--- config.mk ---
export PLATFORM = sky130hd
export DESIGN_NAME = period_meter_flat
export DESIGN_NICKNAME = d
export VERILOG_FILES = /design/src/rtl/period_meter_if.sv /design/src/rtl/period_meter.sv /design/src/flat_wrapper.sv
export SDC_FILE = /design/constraint.sdc
export NUM_CORES = 1
export LEC_CHECK = 0
export CAP_MARGIN = 0
export CORE_AREA = 5 5 71 73
export CTS_CLUSTER_SIZE = 10
export DETAILED_ROUTE_END_ITERATION = 8
export DIE_AREA = 0 0 76 78
export PLACE_DENSITY = 0.82
export RECOVER_POWER = 50
export SYNTH_ARGS = -nofsm -noshare
export SYNTH_HDL_FRONTEND = slang
export SYNTH_SLANG_ARGS = --single-unit
export TNS_END_PERCENT = 30
--- constraint.sdc ---
create_clock -name clk -period 3.5 [get_ports clk]
set_input_delay 0.7 -clock clk [delete_from_list [all_inputs] [get_ports clk]]
set_output_delay 0.7 -clock clk [all_outputs]
set_load 0.005 [all_outputs]
--- src/rtl/period_meter_if.sv ---
// Connects period_meter to its user: the measured signal and the controls in,
// the captured period and status out.
// valid and timeout are single-cycle strobes with no back-pressure: period_ms is
// correct in the cycle valid is high and holds until the next capture. busy is a level.
interface period_meter_if #(
  parameter int W = 16
);
  logic         sig_in;
  logic         start;
  logic         cont;
  logic [W-1:0] period_ms;
  logic         valid;
  logic         timeout;
  logic         busy;

  modport master (
    output sig_in, start, cont,
    input  period_ms, valid, timeout, busy
  );

  modport slave (
    input  sig_in, start, cont,
    output period_ms, valid, timeout, busy
  );
endinterface

--- src/rtl/period_meter.sv ---
// Measures the spacing between rising edges of a slow asynchronous signal in whole
// milliseconds, using a millisecond prescaler clocked from clk.
module period_meter #(
  parameter int CLK_PER_MS = 100000,
  parameter int TIMEOUT_MS = 5000,
  parameter int W          = 16
) (
  input  logic              clk,
  input  logic              rst,
  period_meter_if.slave     bus,
  output logic [1:0]        state_dbg
);
  localparam int            PW       = (CLK_PER_MS > 1) ? $clog2(CLK_PER_MS) : 1;
  localparam logic [PW-1:0] PRE_LAST = PW'(CLK_PER_MS - 1);
  localparam logic [W-1:0]  MS_LIMIT = W'(TIMEOUT_MS);

  typedef enum logic [1:0] {
    IDLE    = 2'd0,
    ARM     = 2'd1,
    MEASURE = 2'd2
  } state_t;

  state_t        state, state_nx;
  logic          s1, s2, s3;
  logic [PW-1:0] pre;
  logic [W-1:0]  msc;
  logic          edge_det, tick, limit;
  logic          clr, cap, to_evt;

  assign edge_det  = s2 & ~s3;
  assign tick      = (pre == PRE_LAST);
  assign limit     = (msc == MS_LIMIT);
  assign state_dbg = state;
  assign bus.busy  = (state != IDLE);

  // An edge is checked before the timeout limit so a coincident edge still reports.
  always_comb begin
    state_nx = state;
    clr      = 1'b0;
    cap      = 1'b0;
    to_evt   = 1'b0;
    case (state)
      IDLE: begin
        if (bus.start) begin
          state_nx = ARM;
          clr      = 1'b1;
        end
      end
      ARM: begin
        if (edge_det) begin
          state_nx = MEASURE;
          clr      = 1'b1;
        end else if (limit) begin
          state_nx = IDLE;
          to_evt   = 1'b1;
        end
      end
      MEASURE: begin
        if (edge_det) begin
          cap = 1'b1;
          if (bus.cont) clr      = 1'b1;
          else          state_nx = IDLE;
        end else if (limit) begin
          state_nx = IDLE;
          to_evt   = 1'b1;
        end
      end
      default: state_nx = IDLE;
    endcase
  end

  always_ff @(posedge clk) begin
    if (rst) begin
      state         <= IDLE;
      s1            <= 1'b0;
      s2            <= 1'b0;
      s3            <= 1'b0;
      pre           <= '0;
      msc           <= '0;
      bus.period_ms <= '0;
      bus.valid     <= 1'b0;
      bus.timeout   <= 1'b0;
    end else begin
      state <= state_nx;
      s1    <= bus.sig_in;
      s2    <= s1;
      s3    <= s2;
      // A clear overrides a coincident tick, so that tick is never counted.
      if (clr) begin
        pre <= '0;
        msc <= '0;
      end else begin
        pre <= tick ? '0 : pre + 1'b1;
        if (tick && (state != IDLE)) msc <= msc + 1'b1;
      end
      bus.valid   <= cap;
      bus.timeout <= to_evt;
      if (cap) bus.period_ms <= msc;
    end
  end
endmodule

--- src/flat_wrapper.sv ---
// flat-port wrapper written by rule: the top's interface ports become plain ports
module period_meter_flat 
#(
  parameter int CLK_PER_MS = 100000,
  parameter int TIMEOUT_MS = 5000,
  parameter int W          = 16
)
  (clk, rst, state_dbg, bus_sig_in, bus_start, bus_cont, bus_period_ms, bus_valid, bus_timeout, bus_busy);
  period_meter_if #(.W(W)) bus_i ();
  input  logic clk;
  input  logic rst;
  output logic [1:0] state_dbg;
  input wire logic [$bits(bus_i.sig_in)-1:0] bus_sig_in;
  input wire logic [$bits(bus_i.start)-1:0] bus_start;
  input wire logic [$bits(bus_i.cont)-1:0] bus_cont;
  output wire logic [$bits(bus_i.period_ms)-1:0] bus_period_ms;
  output wire logic [$bits(bus_i.valid)-1:0] bus_valid;
  output wire logic [$bits(bus_i.timeout)-1:0] bus_timeout;
  output wire logic [$bits(bus_i.busy)-1:0] bus_busy;
  assign bus_i.sig_in = bus_sig_in;
  assign bus_i.start = bus_start;
  assign bus_i.cont = bus_cont;
  assign bus_period_ms = bus_i.period_ms;
  assign bus_valid = bus_i.valid;
  assign bus_timeout = bus_i.timeout;
  assign bus_busy = bus_i.busy;
  period_meter #(.CLK_PER_MS(CLK_PER_MS), .TIMEOUT_MS(TIMEOUT_MS), .W(W)) u_core (.clk(clk), .rst(rst), .bus(bus_i), .state_dbg(state_dbg));
endmodule
==> results.toml, run 1 <==
[status]
status = "complete, no violations"

[critical_path]
worst-endpoint-arrival_ns = 1.96
crit_path_end_kind = "primary output"
critPathLaunchType = "flop"
worst-path-max-fanout = 16
path_class = "reg -> out"
worstPathRequired_ns = 2.80

[route]
vias = 2151
drt_first_pass_iters = 4
drt_wl_total_um = 5133
drt_iter0_markers = 153
drt-vias-per-instance = 5.877
wl_per_cell_um = 14.02
drc = 0
ant_nets = 0

[timing]
setup_viol = 0
drv_slew = 0
clock_skew_ns = 0.005723
rsz0062_at_grt = "false"
setup_tns_ns = 0
fin_crit_sh_pct = 76.08
hold_viol = 0
worst_pin_slew_ns = 0.6801
timing.fmax_ghz = 0.3755
whs_ns = 0.4552
fin_ws_ns = 0.8371
min_period_ns = 2.663
maxSlewHeadroom_pct = 54.55

[placed_design]
port-buffer-count = 25
dp_hpwl_um = 3617
dp.cells = 359
place_worst_setup_slack_ns = 0.9251
routabilityCongestion = 0.8435

[synth]
ys.flop_type = "dfxtp_1"
synth_nets = 304
synthDistinctLibCells = 38
seq_area_frac_synth_pct = 44.84
syn-cell-area_um2 = 2500
synth_area_per_cell_um2 = 8.561
syn_inst = 292
async_flop_share_pct = 0
yosysWarnings = 0
synth-edff-count = 0
synth_seq_cells = 56

[cts]
cts_buffers = 5
htree_levels = 2
clk_pin_slew_worst_paths_ns = 0.09
cts_buffer_depth = 2
cts_tree = "done"
cts_setup_buffers = 0
holdBufCountCts = 0
clock_sinks = 56
cts-root-buf = "clkbuf_8"
clk-insertion-delay-late_ns = 0.31
ctsResizeCount = 0

[global_routing]
track_usage_pct = 18.24
first_global_vias = 1993
grt_overflow = 0
grt_first_pass_wirelength_um = 9135
grt_max_degree = 33
grt_antenna_before_repair = 0

[floorplanning]
start_util_pct = 58.22
fp.dieW_um = 76
die_area_um2 = 5928
die_h_um = 78
io_pins = 26
core.rowCount = 24
fp.coreArea_um2 = 4294

[run]
maxCapViolCount = 0

[pwr]
p_switching_w = 0.0002448
p_leak_nw = 0.9813
netSwitchingFraction_pct = 22.47
peakVddDrop_mv = 0.2183
combPwrFrac_pct = 5.9
p_int_w = 0.0008445
p_per_area_nw_per_um2 = 379.0
clock_power_share_pct = 34.5
power_frac_seq_pct = 59.6

[worst_hold_path]
hold_class = "reg -> reg"

[final_layout]
layout.cells.non_filler = 366
area_growth_pct = 14.97
diodes = 0
fillers = 368
drive_above_1_share_pct = 4.140
finalNetCount = 326
[layout make-up]
class	count	area [um2]	area share (%)
clock buffer	7	96.34	3.352
inverter	11	41.29	1.437
multi-input combinational	213	1289	44.84
sequential	56	1121	39.01
tap	52	65.06	2.264
timing repair buffer	27	261.5	9.099
[path summary, 6_finish.rpt]
path,slack (ns),from,end,depth (start not counted)
max,0.84,u_core.state_dbg[0]$_SDFFE_PP0P_,bus_busy,4
min,0.46,u_core.bus.period_ms[15]$_SDFFE_PP0P_,u_core.bus.period_ms[15]$_SDFFE_PP0P_,2
max reg2reg,1.11,u_core.pre[0]$_SDFF_PP0_,u_core.msc[12]$_SDFFE_PP0P_,5
min reg2reg,0.46,u_core.bus.period_ms[15]$_SDFFE_PP0P_,u_core.bus.period_ms[15]$_SDFFE_PP0P_,2
[cells in the mapped netlist (2+ instances only)]
library cell  count  area, um2
and4b_1           2      20.02
a21oi_1          33      165.2
xnor2_1           6      52.55
a31oi_1           2      12.51
nand3_1          13      65.06
nor4b_1           3      26.28
buf_2             3      15.01
nand4_1           8      50.05
ha_1              7      87.58
and3_1            5      31.28
inv_1            11      41.29
mux2i_1           2      20.02
or4_1            13      97.59
dfxtp_1          56       1121
or3_1             5      31.28
nand2_1          46      172.7
o21ai_0           5      25.02
xor2_1            7      61.31
o31ai_1          12      90.09
nor4_1            3      18.77
nor2b_1           4      25.02
nor3_1            2      10.01
and4_1            4      35.03
clkbuf_1          9      33.78
nor2_1           17      63.81
nor4bb_1          2      20.02
[per-layer routing]
metal | routed length, um | track usage (%)
met1 | 2464 | 23.19
met4 | 76 | 6.940
met2 | 2387 | 29.62
met3 | 205 | 4.745
met5 | 0 | 0
[worst max-delay path, stage by stage, from the launching register on]
cell             delay, ns
dfxtp_1               0.44
inv_1                 0.09
ha_1                  0.39
inv_1                 0.20
clkdlybuf4s50_1       0.53
[through the flow]
| step | instance area (um2) | total power, W | util (%) |
|---|---|---|---|
| after floorplan | 2500 | 0.0007027 | - |
| after global placement | 2781 | 0.0007274 | 64.77 |
| after detailed placement | 2781 | 0.0007288 | 64.77 |
| after CTS | 2878 | 0.001100 | 67.02 |
| after global routing | 2874 | 0.001136 | 66.93 |
| final | 2874 | 0.001089 | 66.93 |
[kinds of logic (layout without fill, tap and decap cells)]
logic type | Yosys count | in the layout | synth area share [%]
simple gates | 137 | 137 | 30.23
buf+inv | 23 | 45 | 3.603
compound gates | 54 | 54 | 12.46
fa+ha+maj | 7 | 7 | 3.503
mux | 2 | 2 | 0.8008
xor+xnor | 13 | 13 | 4.555
flops | 56 | 56 | 44.85
[flip-flops by register name (all words and copies together), names as in the netlist]
name	cells
u_core.s1	1
u_core.pre	17
u_core.s2	1
u_core.bus.timeout	1
u_core.bus.valid	1
u_core.msc	16
u_core.state_dbg	2
u_core.s3	1
u_core.bus.period_ms	16
[layout by cell type (no fill, tap or decap), types with 3 or more instances in the layout]
cell and instances:
a21oi_1 33, and3_1 5, and4_1 4, clkbuf_8 7, clkdlybuf4s50_1 7, dfxtp_1 56, dlygate4sd3_1 18, ha_1 7
inv_1 11, nand2_1 46, nand3_1 13, nand4_1 8, nor2_1 17, nor2b_1 4, nor4_1 3, nor4b_1 3
o21ai_0 5, o31ai_1 12, or3_1 5, or4_1 13, xnor2_1 6, xor2_1 7
[power groups by stage]
stage               registers [W]  clock network, W   logic, W
floorplan                0.000662                 0  0.0000405
global placement         0.000663                 0  0.0000640
detailed placement       0.000664                 0  0.0000649
CTS                      0.000649          0.000386  0.0000656
global route             0.000650          0.000413  0.0000729
finish                   0.000649          0.000375  0.0000647
No activity file was read; power rests on OpenSTA's default activity.
==> run 2, diff against run 1 <==
--- a/config.mk
+++ b/config.mk
@@ -6,11 +6,11 @@
 export NUM_CORES = 1
 export LEC_CHECK = 0
 export CAP_MARGIN = 0
-export CORE_AREA = 5 5 71 73
+export CORE_AREA = 5 5 73 75
 export CTS_CLUSTER_SIZE = 10
 export DETAILED_ROUTE_END_ITERATION = 8
-export DIE_AREA = 0 0 76 78
-export PLACE_DENSITY = 0.82
+export DIE_AREA = 0 0 78 80
+export PLACE_DENSITY = 0.78
 export RECOVER_POWER = 50
 export SYNTH_ARGS = -nofsm -noshare
 export SYNTH_HDL_FRONTEND = slang
==> constraint.sdc (replaced) <==
create_clock -name clk -period 2.8 [get_ports clk]
set_input_delay 0.56 -clock clk [delete_from_list [all_inputs] [get_ports clk]]
set_output_delay 0.56 -clock clk [all_outputs]
set_load 0.005 [all_outputs]
==> run 2 against run 1 <==
Compared with the run above: total power increased by 23%; utilization decreased by 4.3 points; critical path type unchanged; worst setup slack got worse by 0.58 ns.
==> results.toml, run 2 (synthesized netlist as in run 1, its figures left out) <==
[critical_path]
crit_path_end_kind = "primary output"
path_common_cell = "inv_1"
slowest_delay_ns = 0.53
path_cells = "inv_1, ha_1, inv_1, clkdlybuf4s50_1"
path_class = "reg -> out"
critPathLaunchType = "flop"
worstPathRequired_ns = 2.24
worst-endpoint-arrival_ns = 1.98
worst-path-max-fanout = 16
crit_path_top_delay_cell = "clkdlybuf4s50_1"

[timing]
fin_crit_sh_pct = 90.82
clock_skew_ns = 0.007303
setup_tns_ns = 0
maxSlewHeadroom_pct = 34.85
hold_viol = 0
drv_slew = 0
min_period_ns = 2.543
setup_viol = 0
worst_pin_slew_ns = 0.9773
rsz0062_at_grt = "false"
timing.fmax_ghz = 0.3933

[cts]
htree_levels = 2
cts_tree = "done"
ctsResizeCount = 0
cts_buffers = 5
clock_sinks = 56
clk-insertion-delay-late_ns = 0.31
cts-root-buf = "clkbuf_8"
clk_pin_slew_worst_paths_ns = 0.10
cts_buffer_depth = 2
holdBufCountCts = 0
cts_setup_buffers = 0

[global_routing]
track_usage_pct = 17.73
first_global_vias = 2079
grt_antenna_before_repair = 0
grt_overflow = 0
grt_first_pass_wirelength_um = 9204
grt_max_degree = 33

[final_layout]
multi_input_area_um2 = 1289
layout.area.seq_um2 = 1121
top_register = "u_core.pre"
mostFrequentLayoutCells = "dfxtp_1, nand2_1, a21oi_1"
area_growth_pct = 15.12
mostFrequentLayoutCell = "dfxtp_1"
fillers = 422
diodes = 0
reg_top3 = "u_core.pre: 17 flops, u_core.bus.period_ms: 16 flops, u_core.msc: 16 flops"
finalNetCount = 327
drive_above_1_share_pct = 4.114
fin_util_pct = 62.59
largest_reg_flops = 17

[pwr]
p_leak_nw = 0.9806
peakVddDrop_mv = 0.3549
p_per_area_nw_per_um2 = 467.0

[route]
drc = 0
ant_nets = 0
drt_wl_total_um = 5277
vias = 2163
drt-vias-per-instance = 5.846
wl_per_cell_um = 14.26
drt_iter0_markers = 137
drt_first_pass_iters = 4

[floorplanning]
core.rowCount = 25
die_h_um = 80
start_util_pct = 54.37
io_pins = 26
die_area_um2 = 6240
fp.dieW_um = 78
fp.coreArea_um2 = 4598

[worst_hold_path]
hold_class = "reg -> reg"

[placed_design]
dp_hpwl_um = 3711
routabilityCongestion = 0.8451
port-buffer-count = 25

[run]
maxCapViolCount = 0

[status]
status = "complete, no violations"
## run 2: cell types whose count changed in the layout (fill, tap and decap cells not counted), sizes merged
cell	before	now
clkbuf	8	9
buf	1	2
## run 2: worst paths after layout
check / from / endpoint / slack [ns] / cells past startpoint
worst max register to register: u_core.state_dbg[0]$_SDFFE_PP0P_ / u_core.msc[15]$_SDFFE_PP0P_ / 0.47 / 6
worst min-delay path: u_core.s1$_SDFF_PP0_ / u_core.s2$_SDFF_PP0_ / 0.45 / 1
worst min register to register: u_core.s1$_SDFF_PP0_ / u_core.s2$_SDFF_PP0_ / 0.45 / 1
worst max-delay path: u_core.state_dbg[0]$_SDFFE_PP0P_ / bus_busy / 0.26 / 4
## run 2: power breakdown
part | total [W] | internal, W | switching (W)
combinational | 0.0000832 | 0.0000316 | 0.0000515
sequential | 0.000811 | 0.000803 | 0.00000808
clock | 0.000449 | 0.000202 | 0.000247
## run 2: final cells by class
class                   instances  area share, %
repair buffers                 28          9.348
clock buffers                   8          3.130
flip-flops and latches         56          38.96
well taps                      54          2.348
multi-input cells             213          44.78
inverters                      11          1.435
## run 2: worst max-delay path: cells and delay by family (launching register included)
| kind | cells | cell delay (ns) |
|---|---|---|
| buffers and inverters | 3 | 0.83 |
| DFF | 1 | 0.44 |
| adders and majority gates | 1 | 0.40 |
## run 2: per-stage QoR
| step | total power, W | cells | area, um2 | hold slack, ns | setup WS, ns |
|---|---|---|---|---|---|
| after floorplan | 0.0008784 | 292 | 2500 | 0.4138 | 0.9151 |
| after global placement | 0.0009107 | 362 | 2791 | 0.4273 | 0.6443 |
| after detailed placement | 0.0009135 | 362 | 2791 | 0.4272 | 0.5255 |
| after CTS | 0.001362 | 370 | 2882 | 0.4549 | 0.2626 |
| after global routing | 0.001405 | 370 | 2878 | 0.4653 | 0.1314 |
| final | 0.001344 | 370 | 2878 | 0.4465 | 0.2571 |
## run 2: routing by layer
| metal | vias up | global-route usage [%] | part of all wire (%) |
|---|---|---|---|
| met4 | 0 | 8.108 | 1.2 |
| met5 | - | 0 | 0 |
| met1 | 1024 | 21.62 | 47 |
| li1 | 1095 | - | - |
| met2 | 39 | 30.30 | 48 |
| met3 | 5 | 3.047 | 4.3 |
==> run 3, diff against run 2 <==
--- a/config.mk
+++ b/config.mk
@@ -11,7 +11,7 @@
 export DETAILED_ROUTE_END_ITERATION = 8
 export DIE_AREA = 0 0 78 80
 export PLACE_DENSITY = 0.78
-export RECOVER_POWER = 50
+export RECOVER_POWER = 100
 export SYNTH_ARGS = -nofsm -noshare
 export SYNTH_HDL_FRONTEND = slang
 export SYNTH_SLANG_ARGS = --single-unit
==> run 3 against run 2 <==
Compared with the run above: first-iteration DRC count fell by 5.1%; die area is the same; via count is 0.14% higher; largest cell class unchanged; worst hold slack is essentially flat; combinational power decreased by 2.9%; design area fell by 0.22%; routed wire length hardly changed; critical path depth stayed put; critical endpoint unchanged; clock-buffer cell count stayed put.
==> results.toml, run 3 (synthesized netlist as in run 1, its figures left out) <==
[route]
wl_met1_um = 2475
dr_wl_met2_um = 2521
wl_per_cell_um = 14.25
drt-vias-per-instance = 5.854
drt_wl_total_um = 5274
top_layer = "met4"
drc = 0
ant_nets = 0
route.met3.wl_um = 213
drt_first_pass_iters = 4
vias = 2166
drt_iter0_markers = 130

[pwr]
peakVddDrop_mv = 0.3549
netSwitchingFraction_pct = 22.83
combPwrFrac_pct = 6.0
clock_power_share_pct = 33.5
p_int_w = 0.001035
p_switching_w = 0.0003062
p_leak_nw = 0.9856
power_frac_seq_pct = 60.5
p_per_area_nw_per_um2 = 467.1

[timing]
clock_skew_ns = 0.007257
setup_tns_ns = 0
timing.fmax_ghz = 0.3941
worst_pin_slew_ns = 0.9779
setup_viol = 0
maxSlewHeadroom_pct = 34.81
min_period_ns = 2.538
fin_crit_sh_pct = 90.63
drv_slew = 0
hold_viol = 0
rsz0062_at_grt = "false"

[cts]
cts_setup_buffers = 0
cts_buffer_depth = 2
clk_pin_slew_worst_paths_ns = 0.10
cts_tree = "done"
holdBufCountCts = 0
htree_levels = 2
ctsResizeCount = 0
clk-insertion-delay-late_ns = 0.31
cts_buffers = 5
cts-root-buf = "clkbuf_8"
clock_sinks = 56

[placed_design]
port-buffer-count = 25
routabilityCongestion = 0.8451
place_area_um2 = 2791
dp_hpwl_um = 3711

[critical_path]
critPathLaunchType = "flop"
worst-path-max-fanout = 16
r2r-end = "u_core.msc[15]$_SDFFE_PP0P_"
crit_buf_inv = 3
critPathLaunch = "u_core.state_dbg[0]$_SDFFE_PP0P_"
crit_path_top_delay_cell = "clkdlybuf4s50_1"
timing.rr.start = "u_core.state_dbg[0]$_SDFFE_PP0P_"
rrSetupSlack_ns = 0.46
crit_path_end = "bus_busy"
path_common_cell = "inv_1"
worstPathRequired_ns = 2.24
critical_path_depth = 4
worst-endpoint-arrival_ns = 1.98
slowest_delay_ns = 0.53
cp_top_family = "buffers and inverters"
ff2ff_path_depth = 6
path_cells = "inv_1, ha_1, inv_1, clkdlybuf4s50_1"
crit_path_end_kind = "primary output"
path_class = "reg -> out"

[final_layout]
mostFrequentLayoutCells = "dfxtp_1, nand2_1, a21oi_1"
reg_top3 = "u_core.pre: 17 flops, u_core.bus.period_ms: 16 flops, u_core.msc: 16 flops"
drive_above_1_share_pct = 3.797
diodes = 0
largest_reg_flops = 17
area_growth_pct = 14.86
final_area_um2 = 2872
finalNetCount = 327
multi_input_area_um2 = 1289
top_register = "u_core.pre"
layout.area.seq_um2 = 1121
fillers = 425
mostFrequentLayoutCell = "dfxtp_1"

[floorplanning]
die_area_um2 = 6240
io_pins = 26
die_h_um = 80
start_util_pct = 54.37
fp.coreArea_um2 = 4598
fp.dieW_um = 78
core.rowCount = 25

[global_routing]
grt_overflow = 0
grt_antenna_before_repair = 0
first_global_vias = 2079
track_usage_pct = 17.73
grt_max_degree = 33
grt_first_pass_wirelength_um = 9204

[run]
maxCapViolCount = 0

[worst_hold_path]
hold_class = "reg -> reg"
hold_depth = 1

[status]
status = "complete, no violations"
-- run 3: how the worst min path moves through the flow --
| stage | from | end | slack [ns] |
|---|---|---|---|
| 6_report | u_core.s1$_SDFF_PP0_ | u_core.s2$_SDFF_PP0_ | 0.45 |
| 5_1_grt | u_core.s1$_SDFF_PP0_ | u_core.s2$_SDFF_PP0_ | 0.47 |
| 4_1_cts | u_core.s1$_SDFF_PP0_ | u_core.s2$_SDFF_PP0_ | 0.45 |
| 3_5_place_dp | u_core.s1$_SDFF_PP0_ | u_core.s2$_SDFF_PP0_ | 0.43 |
| 3_3_place_gp | u_core.s1$_SDFF_PP0_ | u_core.s2$_SDFF_PP0_ | 0.43 |
| 2_1_floorplan | u_core.s1$_SDFF_PP0_ | u_core.s2$_SDFF_PP0_ | 0.41 |
-- run 3: final cells by class --
class | instances | area share, %
Multi-Input combinational cell | 213 | 44.88
Clock buffer | 8 | 3.137
Timing Repair Buffer | 28 | 9.150
Tap cell | 54 | 2.353
Inverter | 11 | 1.438
Sequential cell | 56 | 39.04
-- run 3: power by group through the flow --
stage	logic, W	registers, W	clock network [W]
detailed placement	0.0000837	0.000830	0
global placement	0.0000819	0.000829	0
finish	0.0000808	0.000811	0.000449
global route	0.0000907	0.000813	0.000499
floorplan	0.0000506	0.000828	0
CTS	0.0000841	0.000811	0.000467
-- run 3: per-stage QoR --
step | instances | setup WS (ns) | utilization [%] | hold WS (ns) | power (W)
2_1_floorplan | 292 | 0.9151 | - | 0.4138 | 0.0008784
3_3_place_gp | 362 | 0.6443 | 60.71 | 0.4273 | 0.0009107
3_5_place_dp | 362 | 0.5255 | 60.71 | 0.4272 | 0.0009135
4_1_cts | 370 | 0.2626 | 62.67 | 0.4549 | 0.001362
5_1_grt | 370 | 0.1368 | 62.45 | 0.4653 | 0.001403
6_report | 370 | 0.2625 | 62.45 | 0.4465 | 0.001341
-- run 3: per-layer routing --
layer / track usage (%) / up-vias
met3: 3.047 / 5
li1: - / 1096
met2: 30.30 / 39
met5: 0 / -
met4: 8.108 / 0
met1: 21.62 / 1026
